**src/rtl/alu_seq_pkg.sv**
```systemverilog
// Shared types and helpers for the multi-word ALU sequencer: FSM states,
// opcode encodings of the attached ALU, wide-width helper and opcode classifiers.
package alu_seq_pkg;

    localparam int OP_RCA      = 0;
    localparam int OP_RCS      = 1;
    localparam int OP_AND      = 2;
    localparam int OP_OR       = 3;
    localparam int OP_XOR      = 4;
    localparam int OP_SHIFT_LS = 5;
    localparam int OP_SHIFT_LD = 6;
    localparam int OP_SHIFT_AS = 7;
    localparam int OP_SHIFT_AD = 8;

    typedef enum logic [1:0] {
        ST_IDLE = 2'd0,
        ST_EXEC = 2'd1,
        ST_DONE = 2'd2
    } seq_state_t;

    function automatic int wide_width(input int n, input int words);
        return n * words;
    endfunction

    function automatic logic is_known_op(input logic [31:0] op);
        return op <= 32'(OP_SHIFT_AD);
    endfunction

    function automatic logic is_arith_op(input logic [31:0] op);
        return (op == 32'(OP_RCA)) || (op == 32'(OP_RCS));
    endfunction

endpackage

```
**src/rtl/alu_seq_patch.sv**
```systemverilog
// Boundary-bit fixup of one ALU result word so word-wise shifts behave as one wide shift.
// Purely combinational; no handshake.
module alu_seq_patch
    import alu_seq_pkg::*;
#(
    parameter int N = 32,
    parameter int M = 4
) (
    input  logic [M-1:0] op,
    input  logic         first_word,
    input  logic         last_word,
    input  logic [N-1:0] alu_word,
    input  logic         prev_msb,
    input  logic         next_lsb,
    output logic [N-1:0] word
);

    logic shl;
    logic shr;

    assign shl = (op == M'(OP_SHIFT_LS)) || (op == M'(OP_SHIFT_AS));
    assign shr = (op == M'(OP_SHIFT_LD)) || (op == M'(OP_SHIFT_AD));

    // The top word of an arithmetic right shift keeps the ALU's sign fill.
    always_comb begin
        word = alu_word;
        if (shl && !first_word) begin
            word[0] = prev_msb;
        end
        if (shr && !last_word) begin
            word[N-1] = next_lsb;
        end
    end

endmodule

```
**src/rtl/alu_seq_ctrl.sv**
```systemverilog
// Walks WORDS-word operands through an N-bit combinational ALU, LS word first; rsp_valid WORDS cycles after accept.
// Response held until rsp_ready; requests taken only in IDLE, or also in DONE with rsp_ready when ALU_SEQ_PIPE_EN is defined.
module alu_seq_ctrl
    import alu_seq_pkg::*;
#(
    parameter int N     = 32,
    parameter int WORDS = 2,
    parameter int M     = 4
) (
    input  logic                 clk,
    input  logic                 rst,
    input  logic                 req_valid,
    output logic                 req_ready,
    input  logic [M-1:0]         req_op,
    input  logic [N*WORDS-1:0]   req_a,
    input  logic [N*WORDS-1:0]   req_b,
    input  logic                 req_cin,
    output logic [N-1:0]         alu_a,
    output logic [N-1:0]         alu_b,
    output logic [M-1:0]         alu_sel,
    output logic                 alu_cin,
    input  logic [N-1:0]         alu_res,
    input  logic                 alu_cout,
    input  logic                 alu_neg,
    input  logic                 alu_ovf,
    input  logic                 alu_null,
    output logic                 rsp_valid,
    input  logic                 rsp_ready,
    output logic [N*WORDS-1:0]   rsp_res,
    output logic                 rsp_cout,
    output logic                 rsp_neg,
    output logic                 rsp_ovf,
    output logic                 rsp_null
);

    localparam int W     = wide_width(N, WORDS);
    localparam int IDX_W = (WORDS > 1) ? $clog2(WORDS) : 1;
    localparam logic [IDX_W-1:0] LAST_IDX = IDX_W'(WORDS - 1);

    seq_state_t state_q, state_d;

    logic [WORDS-1:0][N-1:0] a_q, b_q, res_q, res_next;
    logic [IDX_W-1:0]        idx_q, next_idx, prev_idx;
    logic                    accept, step, finish, release_rsp;
    logic                    first_word, last_word, known_op, arith_op;
    logic [N-1:0]            patched_word;
    logic                    unused_alu_flags;

    // Result flags are rebuilt over the full wide word, so the per-word ones are not needed.
    assign unused_alu_flags = alu_neg ^ alu_null;

    assign first_word = (idx_q == '0);
    assign last_word  = (idx_q == LAST_IDX);
    assign next_idx   = last_word  ? idx_q : idx_q + IDX_W'(1);
    assign prev_idx   = first_word ? idx_q : idx_q - IDX_W'(1);
    assign known_op   = is_known_op(32'(alu_sel));
    assign arith_op   = is_arith_op(32'(alu_sel));

    alu_seq_patch #(
        .N (N),
        .M (M)
    ) u_patch (
        .op         (alu_sel),
        .first_word (first_word),
        .last_word  (last_word),
        .alu_word   (alu_res),
        .prev_msb   (a_q[prev_idx][N-1]),
        .next_lsb   (a_q[next_idx][0]),
        .word       (patched_word)
    );

    always_comb begin
        res_next         = res_q;
        res_next[idx_q]  = patched_word;
    end

    always_ff @(posedge clk or posedge rst) begin
        if (rst) begin
            state_q <= ST_IDLE;
        end else begin
            state_q <= state_d;
        end
    end

    always_comb begin
        state_d     = state_q;
        req_ready   = 1'b0;
        accept      = 1'b0;
        step        = 1'b0;
        finish      = 1'b0;
        release_rsp = 1'b0;
        case (state_q)
            ST_IDLE: begin
                req_ready = ~rst;
                if (req_valid && !rst) begin
                    accept  = 1'b1;
                    state_d = ST_EXEC;
                end
            end
            ST_EXEC: begin
                if (last_word) begin
                    finish  = 1'b1;
                    state_d = ST_DONE;
                end else begin
                    step = 1'b1;
                end
            end
            ST_DONE: begin
                if (rsp_ready) begin
                    release_rsp = 1'b1;
                    state_d     = ST_IDLE;
                end
`ifdef ALU_SEQ_PIPE_EN
                if (rsp_ready && !rst) begin
                    req_ready = 1'b1;
                    if (req_valid) begin
                        accept  = 1'b1;
                        state_d = ST_EXEC;
                    end
                end
`endif
            end
            default: state_d = ST_IDLE;
        endcase
    end

    always_ff @(posedge clk or posedge rst) begin
        if (rst) begin
            a_q       <= '0;
            b_q       <= '0;
            res_q     <= '0;
            idx_q     <= '0;
            alu_a     <= '0;
            alu_b     <= '0;
            alu_sel   <= '0;
            alu_cin   <= 1'b0;
            rsp_valid <= 1'b0;
            rsp_res   <= '0;
            rsp_cout  <= 1'b0;
            rsp_neg   <= 1'b0;
            rsp_ovf   <= 1'b0;
            rsp_null  <= 1'b0;
        end else begin
            if (release_rsp) begin
                rsp_valid <= 1'b0;
            end
            if (accept) begin
                a_q     <= req_a;
                b_q     <= req_b;
                idx_q   <= '0;
                alu_a   <= req_a[N-1:0];
                alu_b   <= req_b[N-1:0];
                alu_sel <= req_op;
                alu_cin <= req_cin;
            end
            if (step || finish) begin
                res_q <= res_next;
            end
            // alu_cin doubles as the inter-word carry register.
            if (step) begin
                idx_q   <= next_idx;
                alu_a   <= a_q[next_idx];
                alu_b   <= b_q[next_idx];
                alu_cin <= arith_op ? alu_cout : 1'b0;
            end
            if (finish) begin
                rsp_valid <= 1'b1;
                rsp_res   <= known_op ? W'(res_next) : '0;
                rsp_cout  <= known_op && arith_op && alu_cout;
                rsp_ovf   <= known_op && arith_op && alu_ovf;
                rsp_neg   <= known_op && res_next[WORDS-1][N-1];
                rsp_null  <= known_op ? (res_next == '0) : 1'b1;
            end
        end
    end

endmodule
```
**config.mk**
```make
export PLATFORM = sky130hd
export DESIGN_NAME = alu_seq_ctrl
export DESIGN_NICKNAME = d
export VERILOG_FILES = /design/src/rtl/alu_seq_pkg.sv /design/src/rtl/alu_seq_patch.sv /design/src/rtl/alu_seq_ctrl.sv
export SDC_FILE = /design/constraint.sdc
export NUM_CORES = 1
export LEC_CHECK = 0
export CORE_ASPECT_RATIO = 1.1
export CORE_MARGIN = 1.5
export CORE_UTILIZATION = 43
export DETAILED_ROUTE_END_ITERATION = 8
export PLACE_DENSITY = 0.8
export SYNTH_ARGS = -nofsm -noshare
export SYNTH_HDL_FRONTEND = slang
export SYNTH_SLANG_ARGS = --single-unit
```
**constraint.sdc**
```tcl
create_clock -name clk -period 10 [get_ports clk]
set_clock_uncertainty 0.15 [all_clocks]
set_input_delay 2 -clock clk [delete_from_list [all_inputs] [get_ports clk]]
set_output_delay 2 -clock clk [all_outputs]
set_load 0.01 [all_outputs]
```
# [Yosys cells after proc, flatten, opt, wreduce, memory -nomap -nowiden]
# Cells that the tools add are included.
[op_classes] add_sub_neg=2 order_cmp=5 eq_ne=10 mux=39 bitwise=1 reduce_logical=20
[op_table] cell="32-bit 2-to-1 mux" count=11
[op_table] cell="64-bit bitwise mux" count=1
[op_table] cell="64-bit logical NOT" count=1
[op_table] cell="64-bit 2-to-1 mux" count=1
[op_table] cell="32-bit demux with 1-bit select" count=1
[op_table] cell="1-bit 2-to-1 mux" count=21
[op_table] cell="4-bit by 3-bit equality test with 1-bit output, second input constant" count=3
[op_table] cell="1-bit logical AND" count=8
[op_table] cell="1-bit by 2-bit less-than comparator with 1-bit output, second input constant" count=3
[op_table] cell="2-bit 2-to-1 mux" count=3
[op_table] cell="2-bit != test, second input constant" count=3
[op_table] cell="2-bit case mux with 3 select lines" count=1
[op_table] cell="4-bit by 1-bit equality test with 1-bit output, second input constant" count=1
[op_table] cell="4-bit equality test, second input constant" count=1
[op_table] cell="4-bit less-or-equal comparator, second input constant" count=1
[op_table] cell="4-bit logical NOT" count=1
[op_table] cell="1-bit logical OR" count=4
[op_table] cell="2-bit nonzero test" count=2
[op_table] cell="3-bit AND reduction" count=1
[op_table] cell="2-bit by 1-bit equality test with 1-bit output, second input constant" count=1
[op_table] cell="2-bit equality test, second input constant" count=1
[op_table] cell="1-bit logical NOT" count=2
[op_table] cell="2-bit logical NOT" count=1
[op_table] cell="1-bit adder, second input constant" count=1
[op_table] cell="3 further kinds" count=3
[totals] ff_bits=333 output_inout_bits=139

# [Longest topological paths before layout]
[depth] word_depth=8 ltp_mapped=8

# [Hierarchy]
# A second synthesis with hierarchy kept.
[unflattened] cells_unflattened=981 hier_area_um2=11050.6
[by_module_without_submodules] mod="alu_seq_ctrl" n_inst=1 cells_each=940 area_per_inst_um2=10749.1
[by_module_without_submodules] mod="alu_seq_patch" n_inst=1 cells_each=41 area_per_inst_um2=301.5

# [Worst setup path before layout]
# Ideal clock, no wire load.
[synth_path] path_kind="input-to-output" startpoint="input rst" endpoint="output req_ready" arrival_ns=2.337 required_ns=7.850 setup_slack_ns=5.513 stages=1 path_cell_list="nor3_1"
[synth_between] elab_chain_cells=2
[synth_lines] item="start, declared" line_no="alu_seq_ctrl.sv:11" source="input logic rst,"
[synth_lines] item="1-bit NOT" line_no="alu_seq_ctrl.sv:94" source="req_ready = ~rst;"
[synth_lines] item="1-bit 2-to-1 mux" line_no="alu_seq_ctrl.sv:92" source="case (state_q)"
[synth_lines] item="end, declared" line_no="alu_seq_ctrl.sv:13" source="output logic req_ready,"
# No other way between the ends.

# [Final worst setup path]
# Same ends and word-level chain as after synthesis.

==> insert_results.sql <==
INSERT INTO impl_metrics (metric_group, metric, value, unit) VALUES
('outcome', 'run_status', 'complete, no violations', ''),
('layout', 'final_nets', '1545', ''),
('critical_path', 'startpoint_type_of_the_worst_setup_path', 'primary input', ''),
('clocking', 'post-cts-setup-buffer-count', '0', ''),
('synth', 'dominant_combinational_cell_family_by_area_after_synthesis', 'simple AND/OR/NAND/NOR gates', ''),
('layout', 'fill_cells', '1976', ''),
('critical_path', 'cpMaxStageDelayCell', 'nor3_1', ''),
('synth', 'synth_seq_cells', '269', ''),
('place', 'buffer_ports.inserted', '309', ''),
('clocking', 'tritoncts_num_sinks', '269', ''),
('layout', 'drive_gt1_frac', '0.07676', ''),
('global_routing', 'global_routing_met2_resource_utilization', '0.3890', ''),
('die', 'die_w', '154.4', 'µm'),
('pwr', 'worst_ir_drop_vdd', '0.2059', 'mV'),
('pwr', 'power.leakage', '6.949', 'nW'),
('critical_path', 'crit_path_max_fanout', '3', ''),
('timing', 'worst-slew-pin-transition', '1.014', 'ns'),
('route', 'vias', '9028', ''),
('die', 'core.rowCount', '60', ''),
('critical_path', 'cp_data_arrival_time', '3.88', 'ns'),
('clocking', 'cts_hold_repair.buffers', '0', ''),
('synth', 'number_of_synthesized_flops_with_an_enable_pin', '0', ''),
('timing', 'tns', '0', 'ns'),
('die', 'floorplan_die_height', '169.6', 'µm'),
('layout', 'areaGrowthSynthToFinish', '39.34', '%'),
('die', 'die_footprint', '26190', 'µm²'),
('route', 'post_drt_via_cell_ratio', '5.298', ''),
('timing', 'max_freq', '0.1658', 'GHz'),
('die', 'initial_utilization', '0.4404', ''),
('clocking', 'insertion_delay', '0.53', 'ns'),
('global_routing', 'grt.met3_usage', '0.06333', ''),
('synth', 'area_share_of_fa_ha_maj_cells_after_synthesis', '0', ''),
('synth', 'synth_compound_gate_area_share', '0.09898', ''),
('critical_path', 'crit_required', '7.85', 'ns'),
('synth', 'yosysWarnings', '0', ''),
('synth', 'synth_sequential_area_ratio', '0.6207', ''),
('timing', 'finalHoldViolations', '0', ''),
('critical_path', 'critical_path_class', 'in2out', ''),
('critical_path', 'timing.critical_path.mode_cell', 'clkdlybuf4s50_1', ''),
('clocking', 'cts_made_buffers', '28', ''),
('timing', 'drv_slew', '0', ''),
('critical_path', 'timing.critical_path.slowest_cell_delay', '0.69', 'ns'),
('route', 'drc_viols', '0', ''),
('timing', 'setup_violations', '0', ''),
('synth', 'ys.flop_type', 'dfrtp_1', ''),
('global_routing', 'number_of_antenna_violations_at_the_first_check_in_global_routing', '1', ''),
('timing', 'setup_repair_after_global_routing_missed_its_margin', 'false', ''),
('synth', 'asr_flop_ratio_synth', '1.000', ''),
('die', 'design.core.area', '24620', 'µm²'),
('synth', 'gate_count_of_the_mapped_netlist', '1096', ''),
('global_routing', 'largest_net_degree_at_the_start_of_global_routing', '115', ''),
('route', 'residual_antenna_violating_net_count_after_detailed_routing', '0', ''),
('pwr', 'power.density', '317.8', 'nW/µm²'),
('route', 'detail_route.iter0.violations', '539', ''),
('route', 'drt-wirelength-per-cell', '17.66', 'µm'),
('route', 'firstDrtPassIters', '5', ''),
('critical_path', 'worstPathBufferInverterCount', '2', ''),
('synth', 'synth_area', '10850', 'µm²'),
('timing', 'fin_crit_sh', '0.6033', ''),
('global_routing', 'grt_pass1_wl', '48810', 'µm'),
('synth', 'syn-num-nets', '1269', ''),
('job', 'cap_viol_max_count', '0', ''),
('global_routing', 'number_of_global_route_vias_before_repair', '9074', ''),
('global_routing', 'groute.layer.met1.usage', '0.2960', ''),
('global_routing', 'grt-busiest-layer', 'met2', ''),
('synth', 'post_synth_num_cell_types', '38', ''),
('synth', 'post_synth_xor_area_fraction', '0', ''),
('layout', 'utilization', '0.6137', ''),
('die', 'boundaryPins', '312', ''),
('clocking', 'cts.reportedPaths.clkPinSlew', '0.06', 'ns'),
('clocking', 'clock_tree_root_driver_cell', 'clkbuf_16', '');
-- cell usage after synthesis, drive strengths merged (2+ instances only) --
library cell	count	area, µm²
inv	3	11.26
nand3b	2	15.01
nand2	446	1674
clkbuf	45	168.9
a31oi	63	394.1
a21oi	8	43.79
nor4b	5	50.04
nor2	73	274.0
buf	27	150.2
nand2b	2	12.51
nor4	21	143.9
dfrtp	269	6731
nor3	8	61.31
mux2	31	349.1
o21ai	9	45.04
or4	2	18.77
a22o	64	560.5
mux2i	4	40.04
nand3	3	15.01
or3b	2	17.52
-- area by class of cell --
class | count | area (µm²) | area share
clock inverters | 13 | 150.1 | 0.009935
inverters | 3 | 18.77 | 0.001242
multi-input cells | 752 | 3820 | 0.2528
well taps | 310 | 387.9 | 0.02567
clock buffers | 39 | 843.3 | 0.05580
flip-flops and latches | 269 | 6731 | 0.4454
repair buffers | 318 | 3161 | 0.2091
-- metrics by stage --
stage / setup slack, ns / instances / cell area, µm² / power [mW] / hold slack [ns]
floorplan: 0.4397 / 1096 / 10850 / 2.838 / 0.2952
global placement: 4.026 / 1652 / 14120 / 3.650 / 0.3088
detailed placement: 4.020 / 1652 / 14120 / 3.721 / 0.3127
CTS: 3.998 / 1704 / 15110 / 4.844 / 0.3281
global route: 3.912 / 1704 / 15110 / 5.107 / 0.3449
finish: 3.967 / 1704 / 15110 / 4.802 / 0.3239
-- worst register-to-register path, stage by stage, from the launching register on --
cell	delay, ns
dfrtp_1	0.46
nor3_1	0.73
and2_4	0.70
buf_4	0.71
nand2_1	0.17
a31oi_1	0.22
-- kinds of logic (layout without fill, tap and decap cells) --
kind of cell,after synthesis,after routing
AO/OA/AOI/OAI,147,147
buffers and inverters,75,373
flip-flops,269,269
AND/OR/NAND/NOR,570,570
multiplexers,35,35
-- sequential cells by signal, summed over array words and instances, names as in the netlist, 2 cells and up --
signal	flops
rsp_res	64
a_q	33
state_q	2
alu_a	32
b_q	32
alu_sel	4
res_q	64
alu_b	32
-- cell usage in the layout (no fill, tap or decap), drive strengths merged, types with 2 or more instances in the layout --
cell and n:
a21oi 8, o21ai 9, or3b 2, nand3 3, clkbuf 39, mux2 31, nor2 73, nor4 21
clkdlybuf4s50 309, nand3b 2, inv 3, dfrtp 269, buf 9, a31oi 63, nor4b 5, clkinv 9
bufinv 3, nor3 8, or4 2, mux2i 4, nand2 446, nand2b 2, a22o 64
-- final timing paths --
path | start | end | slack [ns] | cells past startpoint
worst max-delay path | rst | req_ready | 3.97 | 3
max in group asynchronous | rst | alu_b[24]$_DFFE_PP0P_ | 6.25 | 3
worst min register to register | b_q[60]$_DFFE_PP0P_ | b_q[60]$_DFFE_PP0P_ | 0.32 | 2
worst min-delay path | b_q[60]$_DFFE_PP0P_ | b_q[60]$_DFFE_PP0P_ | 0.32 | 2
worst max register to register | state_q[0]$_DFFE_PP0P_ | alu_b[21]$_DFFE_PP0P_ | 6.78 | 5
min in group asynchronous | rst | a_q[31]$_DFFE_PP0P_ | 1.90 | 2
-- routing by layer --
metal / part of all wire / vias up
met2: 0.49 / 337
met4: 0.023 / 2
met1: 0.41 / 4425
li1: - / 4219
met3: 0.083 / 45
met5: 0.00037 / -
-- power by group --
group	total, mW	leakage [nW]	switching, mW	internal [mW]
Clock	1.10	0.495	0.431	0.665
Sequential	1.95	3.30	0.335	1.62
Combinational	1.75	3.16	0.835	0.919
Total	4.80	6.95	1.60	3.20
(Power assumes the default switching activity.)
